===== config.mk =====
export PLATFORM = sky130hd
export DESIGN_NAME = ccd_wb_master
export DESIGN_NICKNAME = d
export VERILOG_FILES = /design/src/rtl/ccd_wb_master.sv
export SDC_FILE = /design/constraint.sdc
export NUM_CORES = 1
export LEC_CHECK = 0
export CORE_MARGIN = 5
export CORE_UTILIZATION = 37
export DETAILED_ROUTE_END_ITERATION = 16
export GPL_ROUTABILITY_DRIVEN = 0
export GPL_TIMING_DRIVEN = 0
export PLACE_DENSITY_LB_ADDON = 0.2
export SLEW_MARGIN = 40
export SYNTH_ARGS = -nofsm -noshare
export SYNTH_HDL_FRONTEND = slang
export SYNTH_SLANG_ARGS = --single-unit

===== constraint.sdc =====
create_clock -name i_wb_clk -period 1.4 [get_ports i_wb_clk]
set_input_delay 0.14 -clock i_wb_clk [delete_from_list [all_inputs] [get_ports i_wb_clk]]
set_output_delay 0.14 -clock i_wb_clk [all_outputs]
set_load 0.03 [all_outputs]

===== src/rtl/ccd_wb_master.sv =====
// Single-outstanding Wishbone classic master for the CCD register window.
// Optional bus timeout is enabled by defining CCD_WB_TIMEOUT_EN.
module ccd_wb_master #(
  parameter int unsigned TIMEOUT_CYCLES = 16,
  parameter logic [31:0] ADDR_BASE      = 32'h3000_0000
) (
  input  logic        i_wb_clk,
  input  logic        i_wb_rst_n,
  input  logic        i_cmd_valid,
  output logic        o_cmd_ready,
  input  logic        i_cmd_we,
  input  logic [31:0] i_cmd_addr,
  input  logic [31:0] i_cmd_data,
  output logic        o_rsp_valid,
  input  logic        i_rsp_ready,
  output logic [31:0] o_rsp_data,
  output logic        o_rsp_err,
  output logic        o_busy,
  output logic        o_wb_cyc,
  output logic        o_wb_stb,
  output logic        o_wb_we,
  output logic [31:0] o_wb_addr,
  output logic [31:0] o_wb_data,
  input  logic        i_wb_ack,
  input  logic [31:0] i_wb_data
);

  typedef enum logic [1:0] {
    ST_IDLE = 2'd0,
    ST_BUS  = 2'd1,
    ST_RESP = 2'd2
  } state_t;

  state_t      state_q, state_d;
  logic        cmd_ready_q, cmd_ready_d;
  logic        busy_q, busy_d;
  logic        wb_cyc_q, wb_cyc_d;
  logic        wb_stb_q, wb_stb_d;
  logic        wb_we_q, wb_we_d;
  logic [31:0] wb_addr_q, wb_addr_d;
  logic [31:0] wb_data_q, wb_data_d;
  logic        rsp_valid_q, rsp_valid_d;
  logic [31:0] rsp_data_q, rsp_data_d;

`ifdef CCD_WB_TIMEOUT_EN
  localparam logic [7:0] TIMEOUT_LIM = 8'(TIMEOUT_CYCLES);

  logic       rsp_err_q, rsp_err_d;
  logic [7:0] cnt_q, cnt_d;
  logic [7:0] cnt_inc;
  logic       timeout;

  // The cycle that would bring the count up to the limit is the last BUS cycle.
  assign cnt_inc = cnt_q + 8'd1;
  assign timeout = (cnt_inc == TIMEOUT_LIM);
`else
  localparam logic [7:0] unused_timeout_lim = 8'(TIMEOUT_CYCLES);
`endif

  always_comb begin
    state_d     = state_q;
    wb_cyc_d    = wb_cyc_q;
    wb_stb_d    = wb_stb_q;
    wb_we_d     = wb_we_q;
    wb_addr_d   = wb_addr_q;
    wb_data_d   = wb_data_q;
    rsp_valid_d = rsp_valid_q;
    rsp_data_d  = rsp_data_q;
`ifdef CCD_WB_TIMEOUT_EN
    rsp_err_d   = rsp_err_q;
    cnt_d       = cnt_q;
`endif

    case (state_q)
      ST_IDLE: begin
        if (i_cmd_valid && cmd_ready_q) begin
          state_d   = ST_BUS;
          wb_cyc_d  = 1'b1;
          wb_stb_d  = 1'b1;
          wb_we_d   = i_cmd_we;
          wb_addr_d = i_cmd_addr | ADDR_BASE;
          wb_data_d = i_cmd_data;
`ifdef CCD_WB_TIMEOUT_EN
          cnt_d     = 8'd0;
`endif
        end
      end

      ST_BUS: begin
        if (i_wb_ack) begin
          state_d     = ST_RESP;
          wb_cyc_d    = 1'b0;
          wb_stb_d    = 1'b0;
          rsp_valid_d = 1'b1;
          rsp_data_d  = wb_we_q ? 32'd0 : i_wb_data;
`ifdef CCD_WB_TIMEOUT_EN
          rsp_err_d   = 1'b0;
        end else if (timeout) begin
          state_d     = ST_RESP;
          wb_cyc_d    = 1'b0;
          wb_stb_d    = 1'b0;
          rsp_valid_d = 1'b1;
          rsp_data_d  = 32'd0;
          rsp_err_d   = 1'b1;
          cnt_d       = cnt_inc;
        end else begin
          cnt_d       = cnt_inc;
`endif
        end
      end

      ST_RESP: begin
        if (i_rsp_ready) begin
          state_d     = ST_IDLE;
          rsp_valid_d = 1'b0;
        end
      end

      default: begin
        state_d     = ST_IDLE;
        wb_cyc_d    = 1'b0;
        wb_stb_d    = 1'b0;
        rsp_valid_d = 1'b0;
      end
    endcase

    // Ready only once the FSM is settled in IDLE, so a response handshake never overlaps acceptance.
    cmd_ready_d = (state_d == ST_IDLE);
    busy_d      = (state_d != ST_IDLE);
  end

  always_ff @(posedge i_wb_clk or negedge i_wb_rst_n) begin
    if (!i_wb_rst_n) begin
      state_q     <= ST_IDLE;
      cmd_ready_q <= 1'b0;
      busy_q      <= 1'b0;
      wb_cyc_q    <= 1'b0;
      wb_stb_q    <= 1'b0;
      wb_we_q     <= 1'b0;
      wb_addr_q   <= 32'd0;
      wb_data_q   <= 32'd0;
      rsp_valid_q <= 1'b0;
      rsp_data_q  <= 32'd0;
    end else begin
      state_q     <= state_d;
      cmd_ready_q <= cmd_ready_d;
      busy_q      <= busy_d;
      wb_cyc_q    <= wb_cyc_d;
      wb_stb_q    <= wb_stb_d;
      wb_we_q     <= wb_we_d;
      wb_addr_q   <= wb_addr_d;
      wb_data_q   <= wb_data_d;
      rsp_valid_q <= rsp_valid_d;
      rsp_data_q  <= rsp_data_d;
    end
  end

`ifdef CCD_WB_TIMEOUT_EN
  always_ff @(posedge i_wb_clk or negedge i_wb_rst_n) begin
    if (!i_wb_rst_n) begin
      rsp_err_q <= 1'b0;
      cnt_q     <= 8'd0;
    end else begin
      rsp_err_q <= rsp_err_d;
      cnt_q     <= cnt_d;
    end
  end

  assign o_rsp_err = rsp_err_q;
`else
  assign o_rsp_err = 1'b0;
`endif

  assign o_cmd_ready = cmd_ready_q;
  assign o_busy      = busy_q;
  assign o_wb_cyc    = wb_cyc_q;
  assign o_wb_stb    = wb_stb_q;
  assign o_wb_we     = wb_we_q;
  assign o_wb_addr   = wb_addr_q;
  assign o_wb_data   = wb_data_q;
  assign o_rsp_valid = rsp_valid_q;
  assign o_rsp_data  = rsp_data_q;

endmodule

==> impl_metrics.tcl <==
set metrics [dict create \
    outcome "finished with violations" \
    violations "negative setup slack" \
    reg2reg_to "o_wb_data[20]$_DFFE_PN0P_" \
    grt_antenna_before_repair 0 \
    p_leak_nw 3.43 \
    grt_pass1_vias 3387 \
    timing.final.hold_violations 0 \
    clkSinkCount 102 \
    fmax_mhz 644 \
    yosys_warnings 0 \
    diodes 0 \
    r2r_slack_ns -0.15 \
    grt_pass1_wl_mm 18.7 \
    finClkSkew_ns 0.00588 \
    hp-class "input port to asynchronous set/reset pin" \
    drtPass1Iterations 4 \
    combPwrFrac_pct 57.4 \
    io_buffers 201 \
    syn_nets 368 \
    ant_nets 0 \
    drt_iter0_markers 144 \
    cap_violations 0 \
    die_width_um 118 \
    h-tree-depth 3 \
    switching_power_w 0.00702 \
    min_period_ns 1.55 \
    clk_latency_ns 0.34 \
    grt-ovfl-total 0 \
    final_common_cell "dfrtp_1" \
    layout.nets 604 \
    switching_share_pct 39.7 \
    cts_buffers 9 \
    ir_worst_vdd_mv 1.51 \
    ios 205 \
    rsz0062_at_grt "true" \
    yosysUniqueCellTypes 23 \
    cp-endpoint "o_wb_data[20]$_DFFE_PN0P_" \
    clockBufferDepth 2 \
    yosys_most_used_dff "dfrtp_1" \
    period_share_pct 111 \
    tritoncts "built" \
    power_frac_clock_pct 13.1 \
    wire_per_inst_um 18.0 \
    syn_area_per_cell_um2 16.3 \
    clk_pin_slew_ns 0.07 \
    synth_edf_count 0 \
    final_area_um2 7250 \
    critPathRequiredTime_ns 1.62 \
    layout_common_cells "dfrtp_1, dlygate4sd2_1, clkdlybuf4s50_1" \
    vias 2990 \
    routed_wl_mm 11.7 \
    setup_viol 87 \
    synthArstFlopShare_pct 100 \
    drc 0 \
    fp.dieH_um 118 \
    core_um2 11500 \
    r2r_start "state_q[0]$_DFF_PN0_" \
    grtUsageTotal_pct 16.7 \
    ys_ff_latch 102 \
    initial_core_util_pct 37.9 \
    area_growth_pct 67.0 \
    vias_per_cell 4.61 \
    synth_cells 266 \
    synthesis.area_um2 4340 \
    floorplan.rows 39 \
    hold_ws_ns 0.284 \
    startpoint "state_q[0]$_DFF_PN0_" \
    end_kind "flip-flop" \
    setup_ws_ns -0.153 \
    pwr_density_cell_nw_per_um2 2440 \
    place_area_um2 6570 \
    dieArea_um2 14000 \
    finalMaxSlewViolations 0 \
    path_class "flip-flop to flip-flop" \
    start_kind "flip-flop" \
    root_buffer "clkbuf_16" \
    r2r_cells 4 \
    p_int_w 0.0107 \
    hpwl_mm 8.15 \
    drive_gt1_share_pct 30.0 \
    timing.critical_path.fanout_max 10 \
    final.fill_count 922 \
    worstPathArrival_ns 1.78 \
    ys_seq_area_share_pct 58.8 \
    p_seq_share_pct 29.6 \
    grt_max_degree 54 \
]
critical path: stages, from the launching register on:
cell	delay (ns)
dfrtp_2	0.41
and4bb_4	0.40
buf_12	0.16
buf_12	0.15
mux2_4	0.30
cell families (layout without fill, tap and decap cells):
logic type	count (synthesis)	after routing	synth area share [%]
other	1	1	0.0864
multiplexers	95	95	28.8
buffers and inverters	18	258	4.87
AND/OR/NAND/NOR	43	43	6.28
AO/OA/AOI/OAI	7	7	1.18
flip-flops	102	102	58.8
how the worst min path moves through the flow:
stage                                          from                          to  slack (ns)  cells past startpoint
after floorplan                          i_wb_rst_n            o_busy$_DFF_PN0_       -0.16                      0
after global placement    o_wb_addr[21]$_DFFE_PN0P_   o_wb_addr[21]$_DFFE_PN0P_        0.47                      1
after detailed placement                 i_wb_rst_n  o_rsp_data[26]$_DFFE_PN0P_        0.08                      1
after CTS                                i_wb_rst_n  o_rsp_data[26]$_DFFE_PN0P_        0.30                      2
after global routing                     i_wb_rst_n  o_rsp_data[26]$_DFFE_PN0P_        0.33                      2
final                                    i_wb_rst_n  o_rsp_data[26]$_DFFE_PN0P_        0.28                      2
flip-flops by register name, summed over array words and instances, names as in the netlist:
signal       count
o_rsp_data      32
o_wb_we          1
o_wb_data       32
o_wb_addr       31
o_busy           1
state_q          2
o_cmd_ready      1
o_wb_stb         1
o_rsp_valid      1
final cells by class:
| cell class | instances | area, um^2 | area share, % |
|---|---|---|---|
| Sequential cell | 102 | 2550 | 35.2 |
| Timing Repair Buffer | 228 | 2300 | 31.7 |
| Multi-Input combinational cell | 146 | 1750 | 24.1 |
| Clock buffer | 14 | 264 | 3.64 |
| Buffer | 15 | 196 | 2.71 |
| Tap cell | 143 | 179 | 2.47 |
| Clock inverter | 1 | 5.00 | 0.0690 |
cells in the mapped netlist, types with 2 or more instances:
master	count	share of area, %
buf_12	6	2.8
buf_6	4	1.0
nor2b_1	33	4.8
nor2_1	3	0.26
clkbuf_1	3	0.26
mux2_1	47	12
or2_1	2	0.29
mux2_4	48	17
buf_4	4	0.69
a21oi_1	2	0.23
dfrtp_1	102	59
metrics by stage:
step                setup TNS [ns]  power [W]  worst slack, ns  cells  util (%)
floorplan                    -4.13     0.0111          -0.0873    266         -
finish                      -10.23     0.0177           -0.153    649      63.2
CTS                         -12.01     0.0177           -0.165    646      62.7
detailed placement          -24.21     0.0151           -0.313    611      57.3
global placement           -407.79     0.0150            -4.18    610      57.0
global route                -14.64     0.0186           -0.199    649      63.2
timing repair:
item / CTS / global route
endpoints found under the setup margin: 195 / 98
resized for setup: 166 / 11
cloned: 4 / 3
hold buffers: 1 / 0
buffers inserted: 15 / 5
pin swaps: 0 / 1
endpoints found under the hold margin: 49 / 0
power by group through the flow:
stage	sequential, W	combinational, W	clock (W)
final	0.00523	0.0101	0.00231
after global routing	0.00543	0.0106	0.00254
after CTS	0.00523	0.0101	0.00242
after detailed placement	0.00528	0.00986	0
after global placement	0.00520	0.00976	0
after floorplan	0.00811	0.00300	0
layer usage:
layer	wire length, um	vias up	part of all wire, %	global-route usage [%]
met2	6040	110	52	28.4
li1	-	1375	-	-
met4	153	0	1.3	4.44
met1	4610	1495	39	19.4
met5	0	-	0	0
met3	889	10	7.6	7.21
Power figures use the tool's default switching activity.
